`config.mk`:
```
export PLATFORM = sky130hd
export DESIGN_NAME = handshaked_fifo
export DESIGN_NICKNAME = d
export VERILOG_FILES = /design/src/rtl/handshaked_fifo.sv
export SDC_FILE = /design/constraint.sdc
export NUM_CORES = 1
export LEC_CHECK = 0
export CORE_MARGIN = 8
export CORE_UTILIZATION = 51
export CTS_BUF_LIST = sky130_fd_sc_hd__clkbuf_16
export DETAILED_ROUTE_END_ITERATION = 8
export PLACE_DENSITY = 0.74
export SLEW_MARGIN = 20
export SYNTH_ARGS = -nofsm -noshare
export SYNTH_HDL_FRONTEND = slang
export SYNTH_SLANG_ARGS = --single-unit
```
`constraint.sdc`:
```
create_clock -name clk -period 2.1 [get_ports clk]
set_input_delay 0.42 -clock clk [delete_from_list [all_inputs] [get_ports clk]]
set_output_delay 0.42 -clock clk [all_outputs]
set_load 0.02 [all_outputs]
```
`src/rtl/handshaked_fifo.sv`:
```
// handshaked_fifo: first-word-fall-through FIFO with valid/ready style handshakes.
// Circular buffer of DEPTH words addressed by write/read pointers, plus an
// occupancy counter that drives both flow-control flags from registers only.
// Optional build macro HANDSHAKED_FIFO_SIZE_EN exposes the occupancy on `size`.
module handshaked_fifo #(
  parameter int DATA_WIDTH = 2,
  parameter int DEPTH      = 4
) (
  input  logic                  clk,
  input  logic                  rst_n,
  input  logic [DATA_WIDTH-1:0] dataIn_data,
  input  logic                  dataIn_vld,
  output logic                  dataIn_rd,
  output logic [DATA_WIDTH-1:0] dataOut_data,
  output logic                  dataOut_vld,
  input  logic                  dataOut_rd
`ifdef HANDSHAKED_FIFO_SIZE_EN
  ,
  output logic [$clog2(DEPTH+1)-1:0] size
`endif
);

  localparam int PTR_W = $clog2(DEPTH);
  localparam int CNT_W = $clog2(DEPTH + 1);

  logic [DATA_WIDTH-1:0] mem_q [DEPTH];
  logic [PTR_W-1:0]      wr_ptr_q, wr_ptr_d;
  logic [PTR_W-1:0]      rd_ptr_q, rd_ptr_d;
  logic [CNT_W-1:0]      cnt_q, cnt_d;
  logic                  push;
  logic                  pop;

  // Flags come straight from the counter, so neither ready depends on the other side.
  assign dataIn_rd    = (cnt_q != CNT_W'(DEPTH));
  assign dataOut_vld  = (cnt_q != '0);
  assign dataOut_data = mem_q[rd_ptr_q];
  assign push         = dataIn_vld & dataIn_rd;
  assign pop          = dataOut_vld & dataOut_rd;

`ifdef HANDSHAKED_FIFO_SIZE_EN
  assign size = cnt_q;
`endif

  // Next-state for pointers and occupancy; pointers wrap naturally (DEPTH is a power of two).
  always_comb begin
    // NOTE: every signal gets a default first so no path leaves it unassigned (no latch).
    wr_ptr_d = wr_ptr_q;
    rd_ptr_d = rd_ptr_q;
    cnt_d    = cnt_q;
    if (push) wr_ptr_d = wr_ptr_q + PTR_W'(1);
    if (pop)  rd_ptr_d = rd_ptr_q + PTR_W'(1);
    unique case ({push, pop})
      2'b10:   cnt_d = cnt_q + CNT_W'(1);
      2'b01:   cnt_d = cnt_q - CNT_W'(1);
      default: cnt_d = cnt_q;
    endcase
  end

  // Control registers with synchronous active-low reset.
  always_ff @(posedge clk) begin
    // NOTE: sequential state uses non-blocking assignments so all flops update together.
    if (!rst_n) begin
      wr_ptr_q <= '0;
      rd_ptr_q <= '0;
      cnt_q    <= '0;
    end else begin
      wr_ptr_q <= wr_ptr_d;
      rd_ptr_q <= rd_ptr_d;
      cnt_q    <= cnt_d;
    end
  end

  // Storage write on an accepted word; suppressed while reset is asserted.
  always_ff @(posedge clk) begin
    // NOTE: storage is deliberately not reset; dataOut_vld masks stale contents.
    if (rst_n && push) mem_q[wr_ptr_q] <= dataIn_data;
  end

endmodule

```
# Yosys cells after proc, flatten, opt, wreduce, memory -nomap -nowiden
# Memories as Yosys holds them, arrays and structs flattened. A register that Yosys moved wholly into a read port is not among the register bits.
# Cells that the tools add are included.
[totals]
wordCells = 21
memories = 1
output_inout_bits = 4
in_bits = 6
mem_bits_rw = 8
register_bits = 7
[classes]
n_eq_ne = 3
n_addsub = 4
n_mux = 5
n_bitwise = 2
n_reduce_logical = 3
[memory_table]
columns = ["name", "words", "width", "read_ports", "rd_ports_with_merged_regs", "write_ports", "line_no", "text"]
rows = [
  ["mem_q", 4, 2, 1, 1, 1, "26", "logic [DATA_WIDTH-1:0] mem_q [DEPTH];"],
]
[ops]
columns = ["cell", "count"]
rows = [
  ["$pmux W3 S2", 1],
  ["$add A2 B1 Y2 const B", 2],
  ["$mux W2", 2],
  ["$add A3 B1 Y3 const B", 1],
  ["$ne A3 B3 Y1 const B", 1],
  ["$reduce_bool A3 Y1", 1],
  ["$sub A3 B1 Y3 const B", 1],
  ["$and A1 B1 Y1", 2],
  ["$eq A2 B1 Y1 const B", 1],
  ["$eq A2 B2 Y1 const B", 1],
  ["$mux W1", 2],
  ["$reduce_bool A2 Y1", 1],
  ["$logic_and A1 B1 Y1", 1],
]

# Depth between registers and ports, before layout
[logic_depth]
depth_word = 5
mapped_depth = 9
mapped_depth_nobuf = 9

# Worst setup path after synthesis
# No wires, ideal clock.
[synth_timing]
path_type = "input port to flip-flop"
start = "in dataIn_vld"
end = "reg cnt_q[2]"
n_path_buf = 0
required_time_ps = 2024
arrival_time_ps = 1817
stages = 8
setup_time_ps = 76
path_slack_ps = 208
path_cell_list = "a21boi_2 inv_1 ha_1 inv_1 fa_1 xor2_1 or3_1 a21boi_0"
[synth_via]
elab_chain_len = 3
elab_cells_between_ends = 5
cone_classes = "2 x eq/ne; 1 x mux; 1 x bitwise; 1 x reduce/logical"
[synth_lines]
columns = ["element", "line_no", "text"]
rows = [
  ["start, declared", "12", "input logic dataIn_vld,"],
  ["$and A1 B1 Y1 (*)", "37", "assign push = dataIn_vld & dataIn_rd;"],
  ["$eq A2 B1 Y1 / $eq A2 B2 Y1 (equally long branches)", "52", "unique case ({push, pop})"],
  ["$pmux W3 S2 / $reduce_bool A2 Y1 (equally long branches)", "-", ""],
  ["end signal, assigned", "69", "cnt_q <= cnt_d;"],
  ["end, declared", "29", "logic [CNT_W-1:0] cnt_q, cnt_d;"],
]
# Every way passes the cells marked *; elsewhere a longest branch is shown, timed or not.
# A chain may end at the register's enable or synchronous reset.

# Final worst setup path
[layout_timing]
start = "in dataOut_rd"
end = "reg cnt_q[2]"
[layout_via]
elab_chain_len = 3
elab_cells_between_ends = 5
cone_classes = "2 x eq/ne; 1 x mux; 1 x bitwise; 1 x reduce/logical"
[layout_lines]
columns = ["element", "line_no", "text"]
rows = [
  ["start, declared", "16", "input logic dataOut_rd"],
  ["$and A1 B1 Y1 (*)", "38", "assign pop = dataOut_vld & dataOut_rd;"],
  ["net pop", "31", "logic pop;"],
  ["$eq A2 B1 Y1 / $eq A2 B2 Y1 (equally long branches)", "52", ""],
  ["$pmux W3 S2 / $reduce_bool A2 Y1 (equally long branches)", "-", ""],
]
# The timed path passes the listed nets; every way through them passes the cells marked *.

==> results.yml <==
yosys:
  avgSynthCellArea_sq_um: 12.6
  ys_top_cells_by_area: "edfxtp_1, dfxtp_1, ha_1"
  yosys.area.top_type: "edfxtp_1"
  synth_flop_cell: "dfxtp_1"
  syn_inst: 62
  yosysUniqueCellTypes: 22
  synth.most_common_cell: "dfxtp_1"
  ys_warn_count: 0
  synthArstFlopShare: 0
  syn-num-nets: 74
  synthDominantCellAreaShare: 0.307
  synth_common_cells: "dfxtp_1, edfxtp_1, inv_1, nand2_1, ha_1"
  synth-edff-count: 8
  ys_seq_elements: 17
  syn_area_sq_um: 783
  seq_area_frac_synth: 0.537
floorplanning:
  dieArea_sq_um: 3050
  num_rows: 14
  ios: 10
  die_w_um: 55.2
  start_util: 0.532
  core_sq_um: 1470
  die_h_um: 55.2
sta:
  drv_slew: 0
  setup_viol: 0
  setup_ws_ns: 0.0581
  fin_crit_ns: 2.04
  fin_tns_setup_ns: 0
  tightest_slew_ns: 0.375
  relSlewSlack: 0.749
  hold_violations: 0
  finalCritPeriodShare: 0.972
  skew_ns: 0.00190
  fmax_ghz: 0.490
global_route:
  grt_pass1_vias: 468
  grt_usage: 0.0971
  grt_max_degree: 15
  grt_pass1_wl_um: 1960
  antenna_found_initial: 0
  grt_overflow_total: 0
clock_tree:
  htree_levels: 1
  clk_latency_ns: 0.24
  cts_tree: "yes"
  clkTransAtPathRegs_ns: 0.05
  cts_buffers: 3
  cts_root_buf: "clkbuf_16"
  cts_sinks: 17
  postCtsHoldBufs: 0
  clockBufferDepth: 2
routing:
  routed_wl_um: 1200
  vias: 492
  postRouteAntennaNets: 0
  dr.pass1.iters: 4
  routedWlPerCell_um: 12.6
  drt_iter0_drc: 4
  via_per_inst: 5.18
  drc: 0
placement:
  io_buffers: 9
  dpl_worst_slack_ns: -0.246
  gp_congestion: 0.722
  dp.final_hpwl_um: 865
run_status:
  status: "finished clean"
finish:
  drive_above_1_share: 0.215
  diodes: 0
  area_delta_synth_final_pct: 31.0
  fin_nets: 92
  fillers: 118
  final_util: 0.697
pwr:
  leakage_nw: 0.429
  p_clk_frac: 0.294
  internal-power_mw: 0.882
  share_comb_of_total_power: 0.321
  switching_power_mw: 0.353
  ir_drop_mv: 0.683
  switching_share: 0.286
  p_seq_frac: 0.385
  power_density_nw_per_um2: 1200
worst_setup_path:
  worst_ep_required_time_ns: 2.27
  critical_path_peak_fanout: 2
  start_kind: "primary input"
  r2r_start: "cnt_q[1]$_SDFFE_PN0P_"
  worstPathArrival_ns: 2.22
  worstReg2RegEnd: "cnt_q[2]$_SDFFE_PN0P_"
  end_kind: "flop"
  critPathKind: "in -> reg"
  reg2regPathDepth: 9
  r2r_slack_ns: 0.20
min_path:
  holdCritStartpoint: "wr_ptr_q[1]$_SDFFE_PN0P_"
  holdCritPathClass: "reg -> reg"
  whs_path_depth: 2
  hold_path_end: "wr_ptr_q[1]$_SDFFE_PN0P_"
run:
  cap_violations: 0
worst max path at each step:
stage                     from                    end  slack (ns)  cells past startpoint
global placement    dataOut_rd  cnt_q[2]$_SDFFE_PN0P_       -0.21                      8
finish              dataOut_rd  cnt_q[2]$_SDFFE_PN0P_        0.06                      8
global route        dataOut_rd  cnt_q[2]$_SDFFE_PN0P_       -0.01                      8
detailed placement  dataOut_rd  cnt_q[2]$_SDFFE_PN0P_       -0.25                      8
floorplan           dataIn_vld  cnt_q[2]$_SDFFE_PN0P_        0.21                      8
CTS                       flop        dataOut_data[1]       0.002                      2
per-stage QoR:
step / power, mW / hold WS, ns / instance area, sq um / cells
floorplan: 0.721 / 0.468 / 783 / 62
global placement: 0.865 / 0.485 / 927 / 91
detailed placement: 0.873 / 0.493 / 927 / 91
CTS: 1.25 / 0.500 / 1010 / 95
global route: 1.31 / 0.530 / 1030 / 95
finish: 1.23 / 0.493 / 1030 / 95
worst max-delay path, stage by stage:
cell and delay [ns]:
clkdlybuf4s50_1 0.48, o31a_2 0.18, ha_4 0.13, inv_1 0.04
fa_1 0.36, xor2_1 0.16, or3_1 0.31, a21boi_1 0.13
cells in the final DEF, fill, tap and decap left out, drive strengths merged:
cell / netlist / layout
mux2i: 2 / 2
dfxtp: 9 / 9
xnor2: 3 / 3
nand2: 6 / 6
fa: 1 / 1
and2: 3 / 3
o31a: 1 / 1
buf: 0 / 5
nor2: 1 / 1
and3: 4 / 4
or3: 2 / 2
clkbuf: 1 / 3
o311ai: 1 / 1
ha: 5 / 5
mux4: 2 / 2
clkdlybuf4s50: 0 / 6
nor2b: 2 / 2
xor2: 1 / 1
edfxtp: 8 / 8
o21ai: 2 / 2
a21boi: 2 / 2
inv: 6 / 7
dlymetal6s2s: 0 / 3
cell families (layout without fill, tap and decap cells):
family	Yosys count	in the layout	share of synthesized area
AO/OA/AOI/OAI	6	6	0.0703
XOR/XNOR	4	4	0.0447
adder cells (fa/ha/maj)	6	6	0.105
buffers and inverters	7	24	0.0335
flip-flops	17	17	0.537
multiplexers	4	4	0.0831
AND/OR/NAND/NOR	18	18	0.126
power groups by stage:
| stage | combinational [mW] | sequential, mW | clock (mW) |
|---|---|---|---|
| floorplan | 0.255 | 0.466 | 0 |
| global placement | 0.385 | 0.480 | 0 |
| detailed placement | 0.392 | 0.481 | 0 |
| CTS | 0.394 | 0.475 | 0.377 |
| global route | 0.439 | 0.483 | 0.392 |
| finish | 0.397 | 0.475 | 0.363 |
what timing repair did:
item | CTS | global route
gates resized for setup | 0 | 7
buffers inserted | 0 | 0
endpoints found under the hold margin | 0 | 0
setup endpoints to repair | 0 | 4
cell type report:
| class | count | area [sq um] | share of cell area |
|---|---|---|---|
| clock buffers | 3 | 75.1 | 0.0732 |
| clock inverters | 1 | 3.75 | 0.00366 |
| inverters | 6 | 22.5 | 0.0220 |
| multi-input cells | 38 | 349 | 0.340 |
| flip-flops and latches | 17 | 420 | 0.410 |
| well taps | 16 | 20.0 | 0.0195 |
| repair buffers | 14 | 135 | 0.132 |
metal layers:
layer	share of wire	wire length [um]	track usage	vias to the layer above
li1	-	-	-	246
met1	0.43	510	0.100	233
met2	0.48	575	0.138	8
met3	0.050	60	0.0561	5
met4	0.043	52	0.0840	0
met5	0	0	0	-
(Power assumes the default switching activity.)
==> RTL change 1 (same settings) <==
Put a register stage on the output `dataOut_vld`, without a reset. The value now appears one clock later. The other outputs are not delayed to match.
--- a/src/rtl/handshaked_fifo.sv
+++ b/src/rtl/handshaked_fifo.sv
@@ -23,6 +23,8 @@
   localparam int PTR_W = $clog2(DEPTH);
   localparam int CNT_W = $clog2(DEPTH + 1);
 
+  logic dataOut_vld_d;
+
   logic [DATA_WIDTH-1:0] mem_q [DEPTH];
   logic [PTR_W-1:0]      wr_ptr_q, wr_ptr_d;
   logic [PTR_W-1:0]      rd_ptr_q, rd_ptr_d;
@@ -32,10 +34,10 @@
 
   // Flags come straight from the counter, so neither ready depends on the other side.
   assign dataIn_rd    = (cnt_q != CNT_W'(DEPTH));
-  assign dataOut_vld  = (cnt_q != '0);
+  assign dataOut_vld_d = (cnt_q != '0);
   assign dataOut_data = mem_q[rd_ptr_q];
   assign push         = dataIn_vld & dataIn_rd;
-  assign pop          = dataOut_vld & dataOut_rd;
+  assign pop          = dataOut_vld_d & dataOut_rd;
 
 `ifdef HANDSHAKED_FIFO_SIZE_EN
   assign size = cnt_q;
@@ -76,5 +78,9 @@
     if (rst_n && push) mem_q[wr_ptr_q] <= dataIn_data;
   end
 
+  always_ff @(posedge clk) begin
+    dataOut_vld <= dataOut_vld_d;
+  end
+
 endmodule
 
Behaviour: not the same (Yosys sat finds a counterexample within 4 cycles, from zero or initial values and one cycle with rst_n low).
==> RTL change 1 against the original RTL <==
Wire length down 2.3%; largest power group unchanged; sequential share of layout area rose by 1.3 points; core utilization grew 0.27 points; critical path type unchanged; sequential cell count rose by 1; area after synthesis up 2.6%; final area grew 1.6%; count of clock-buffer cells in the layout unchanged; setup slack better by 57 ps; power grew 1.5%.
==> RTL change 1: results (changes against the original RTL) <==
Layout Nets 93 (was 92); Bufs on Longest Clock Path 2 (unchanged); asr flop ratio synth 0% (unchanged); status completed (unchanged); vias in the first global route 494 (was 468); CTS H-tree lvls 1 (unchanged); setup repair bufs after CTS 0 (unchanged); total CTS buffers 3 (unchanged); Vias 471 (was 492); CTS root buf clkbuf_16 (unchanged); initial drt markers 7 (was 4); port bufs 9 (unchanged); Peak VDD IR 0.000756 V (was 0.000683 V); Hold WS 499 ps (was 493 ps); Placer Congestion 0.843 (was 0.722); clock insertion delay at the later pin of the skew report 240 ps (about the same); Area contributors post-synth edfxtp_1 30%, dfxtp_1 25%, ha_1 7.8% (was edfxtp_1 31%, dfxtp_1 23%, ha_1 8.0%); Tot GR Track Use 8.46% (was 9.71%); Post-synth top flop dfxtp_1 (unchanged); EDFF count, synth 8 (unchanged); CP arrival 2160 ps (was 2220 ps); initial antenna violation count 0 (unchanged); crit path max fanout 2 (unchanged); layout cell share with drive strength beyond 1 21.3% (was 21.5%); largest net degree at the start of global routing 15 (unchanged); Reg2Reg Depth 9 (unchanged); post-DP HPWL 917 um (was 865 um); DR pass1 iterations 4 (unchanged); Yosys cell types 22 (unchanged); Leakage 0.419 nW (was 0.429 nW); Slew HR 74.6% (was 74.9%); top cells by count, synth 10 x dfxtp_1, 8 x edfxtp_1, 6 x inv_1, 6 x nand2_1, 5 x ha_1 (was 9 x dfxtp_1, 8 x edfxtp_1, 6 x inv_1, 6 x nand2_1, 5 x ha_1); syn nets 75 (was 74); Layout Skew 2.09 ps (was 1.90 ps); WL per Instance 12.2 um (was 12.6 um); hold depth 2 (unchanged); Hold Path Class reg -> reg (unchanged); first-pass GRT wire length 2.10 mm (was 1.96 mm); # diodes 0 (unchanged); post-synthesis sequential area ratio 54.8% (was 53.7%); clk slew on worst S/H paths 50 ps (about the same); Placed Area 947 um2 (was 927 um2); synth warn 0 (unchanged); flop-to-flop setup slack 240 ps (was 200 ps)
## RTL change 1: final timing paths
check | from | endpoint
min reg2reg | wr_ptr_q[1]$_SDFFE_PN0P_ | wr_ptr_q[1]$_SDFFE_PN0P_
max reg2reg | cnt_q[1]$_SDFFE_PN0P_ | cnt_q[2]$_SDFFE_PN0P_
max | dataIn_vld | cnt_q[2]$_SDFFE_PN0P_
min | wr_ptr_q[1]$_SDFFE_PN0P_ | wr_ptr_q[1]$_SDFFE_PN0P_
## RTL change 1: area by class of cell
type                       instances  area, um2
fill                             104        447
sequential                        18        440
multi-input combinational         38        352
timing repair buffer              14        129
clock buffer                       3       75.1
inverter                           6       22.5
tap                               16       20.0
clock inverter                     1       3.75
## RTL change 1: kinds of logic after synthesis
logic type	count (synthesis)	synth area share, %
AO/OA/AOI/OAI	6	6.85
multiplexers	4	8.10
XOR/XNOR	4	4.36
buffers and inverters	7	3.27
AND/OR/NAND/NOR	18	12.3
adder cells (fa/ha/maj)	6	10.3
flip-flops	18	54.8
## RTL change 1: repair_timing
action                                  CTS  global route
pin swaps                                 0             1
gates resized for setup                   1             5
endpoints found under the setup margin    1             2
## RTL change 1: per-stage QoR
stage | utilization (%) | worst slack (ps) | setup TNS [ps] | std cells
floorplan | - | 208 | 0 | 63
global placement | 63.6 | -208 | -208 | 92
detailed placement | 63.6 | -230 | -230 | 92
CTS | 68.8 | 3.75 | 0 | 96
global route | 70.0 | 3.22 | 0 | 96
finish | 70.0 | 115 | 0 | 96
## RTL change 1: worst max-delay path: stages
cell	delay, ps
clkdlybuf4s50_1	390
a21boi_2	160
inv_1	110
ha_4	140
inv_1	50
fa_2	330
xor2_1	150
or3_1	300
a21boi_1	120
## RTL change 1: power by group
part	internal [mW]	switching, mW
combinational	0.215	0.171
clock	0.252	0.111
sequential	0.437	0.0672
## RTL change 1: routing by layer
metal  up-vias  GRT usage [%]  part of all wire [%]
li1        251              -                     -
met1       213           10.4                    52
met2         5           12.5                    44
met3         2           3.20                   3.1
met4         0           4.23                   1.0
met5         -              0                     0
==> RTL change 2 (same settings) <==
Without the edit above. `DATA_WIDTH`: 2 -> 3.
--- a/src/rtl/handshaked_fifo.sv
+++ b/src/rtl/handshaked_fifo.sv
@@ -3,7 +3,7 @@
 // occupancy counter that drives both flow-control flags from registers only.
 // Optional build macro HANDSHAKED_FIFO_SIZE_EN exposes the occupancy on `size`.
 module handshaked_fifo #(
-  parameter int DATA_WIDTH = 2,
+  parameter int DATA_WIDTH = 3,
   parameter int DEPTH      = 4
 ) (
   input  logic                  clk,
Ports: changed (resized dataIn_data and dataOut_data); port bits go from 10 to 12. The function was not compared with the original's and may differ.
==> RTL change 2 against the original RTL <==
Final area grew 16%; count of clock-buffer cells in the layout unchanged; power increased by 13%; fmax rose by 1.2%; setup slack better by 24 ps; sequential cell count is 4 higher; via count is 12% higher; register-to-register slack worse by 40 ps; area after synthesis increased by 18%; core utilization about the same; critical path depth up 1; wire length rose by 30%; critical path type unchanged; largest power group unchanged; highest routed layer unchanged.
==> RTL change 2: results (changes against the original RTL) <==
clk slew on worst S/H paths 60 ps; initial drt markers 2 (was 4); Register Area 541 um2 (was 420 um2); Fillers 133 (was 118); post-synthesis sequential area ratio 58.5% (was 53.7%); clock insertion delay at the later pin of the skew report 250 ps; Area contributors post-synth edfxtp_1 39%, dfxtp_1 20%, mux4_2 7.3% (was edfxtp_1 31%, dfxtp_1 23%, ha_1 8.0%); Tot GR Track Use 10.1% (was 9.71%); switching power share of the total 29.3% (was 28.6%); NonClk Buf Share 13.1% (was 13.2%); flop-to-flop setup slack 160 ps (was 200 ps); Layout Nets 101 (was 92); multi-input logic cell count 39 (was 38); status completed (unchanged); EDFF count, synth 12 (was 8); fmax 496 MHz (was 490 MHz); Leakage 0.478 nW (was 0.429 nW); CP arrival 2200 ps (was 2220 ps); Non-CTS buffers 17 (was 14); largest net degree at the start of global routing 12 (was 15); GR Util met1 11.4% (was 10.0%); first-pass GRT wire length 2.55 mm (was 1.96 mm); top cells by count, synth 12 x edfxtp_1, 9 x dfxtp_1, 6 x inv_1, 6 x nand2_1, 5 x ha_1 (was 9 x dfxtp_1, 8 x edfxtp_1, 6 x inv_1, 6 x nand2_1, 5 x ha_1); Worst Setup SP dataIn_vld (was dataOut_rd); Area Overhead vs Synth 29.0% (was 31.0%); post-DR vias/cell 4.94 (was 5.18); layout cell share with drive strength beyond 1 20.7% (was 21.5%); Detail Route met2 WL 769 um (was 575 um); syn nets 80 (was 74); post-DP HPWL 1.18 mm (was 865 um); area of the multi-input gates 362 um2 (was 349 um2); Post-Syn Instances 67 (was 62); PostCTS Resize Cnt 4 (was 0); vias in the first global route 527 (was 468); total length of routed wires 1.56 mm (was 1.20 mm); port bufs 11 (was 9); routed wl met3 73 um (was 60 um); Peak VDD IR 0.000826 V (was 0.000683 V); Non-Filler Instances 112 (was 95); Slew HR 83.9% (was 74.9%); Layout Skew 2.81 ps (was 1.90 ps); Placer Congestion 0.778 (was 0.722); Die Area 3430 um2 (was 3050 um2); clock-cell share of area 6.62% (was 7.68%); DR pass1 iterations 2 (was 4); met2 Resource Use GR 16.4% (was 13.8%)
## RTL change 2: worst max-delay path, cell delays in order
cell	delay (ps)
clkdlybuf4s50_1	390
a21boi_2	160
inv_1	70
ha_2	180
inv_1	60
fa_2	330
xor2_1	160
or3_1	310
a21boi_1	130
## RTL change 2: power groups by stage
| stage | Clock [mW] | Sequential (mW) | Combinational (mW) |
|---|---|---|---|
| floorplan | 0 | 0.563 | 0.280 |
| global placement | 0 | 0.583 | 0.433 |
| detailed placement | 0 | 0.583 | 0.448 |
| CTS | 0.393 | 0.574 | 0.436 |
| global route | 0.409 | 0.587 | 0.474 |
| finish | 0.391 | 0.571 | 0.436 |
## RTL change 2: worst min path at each step
stage                        startpoint  slack [ps]                  endpoint
3_3_place_gp   wr_ptr_q[0]$_SDFFE_PN0P_         490  wr_ptr_q[0]$_SDFFE_PN0P_
5_1_grt        wr_ptr_q[1]$_SDFFE_PN0P_         550  wr_ptr_q[1]$_SDFFE_PN0P_
4_1_cts        wr_ptr_q[1]$_SDFFE_PN0P_         500  wr_ptr_q[1]$_SDFFE_PN0P_
6_report       wr_ptr_q[1]$_SDFFE_PN0P_         500  wr_ptr_q[1]$_SDFFE_PN0P_
3_5_place_dp   wr_ptr_q[1]$_SDFFE_PN0P_         500  wr_ptr_q[1]$_SDFFE_PN0P_
2_1_floorplan  wr_ptr_q[1]$_SDFFE_PN0P_         470  wr_ptr_q[1]$_SDFFE_PN0P_
## RTL change 2: logic make-up after synthesis
logic type                 after synthesis  share of synthesized area, %
adders and majority gates                6                          8.94
buffers and inverters                    7                          2.84
AOI/OAI and AO/OA                        6                          5.96
and+or+nand+nor                         18                          10.4
DFF                                     21                          58.5
muxes                                    5                          9.48
xor gates and xnor gates                 4                          3.79
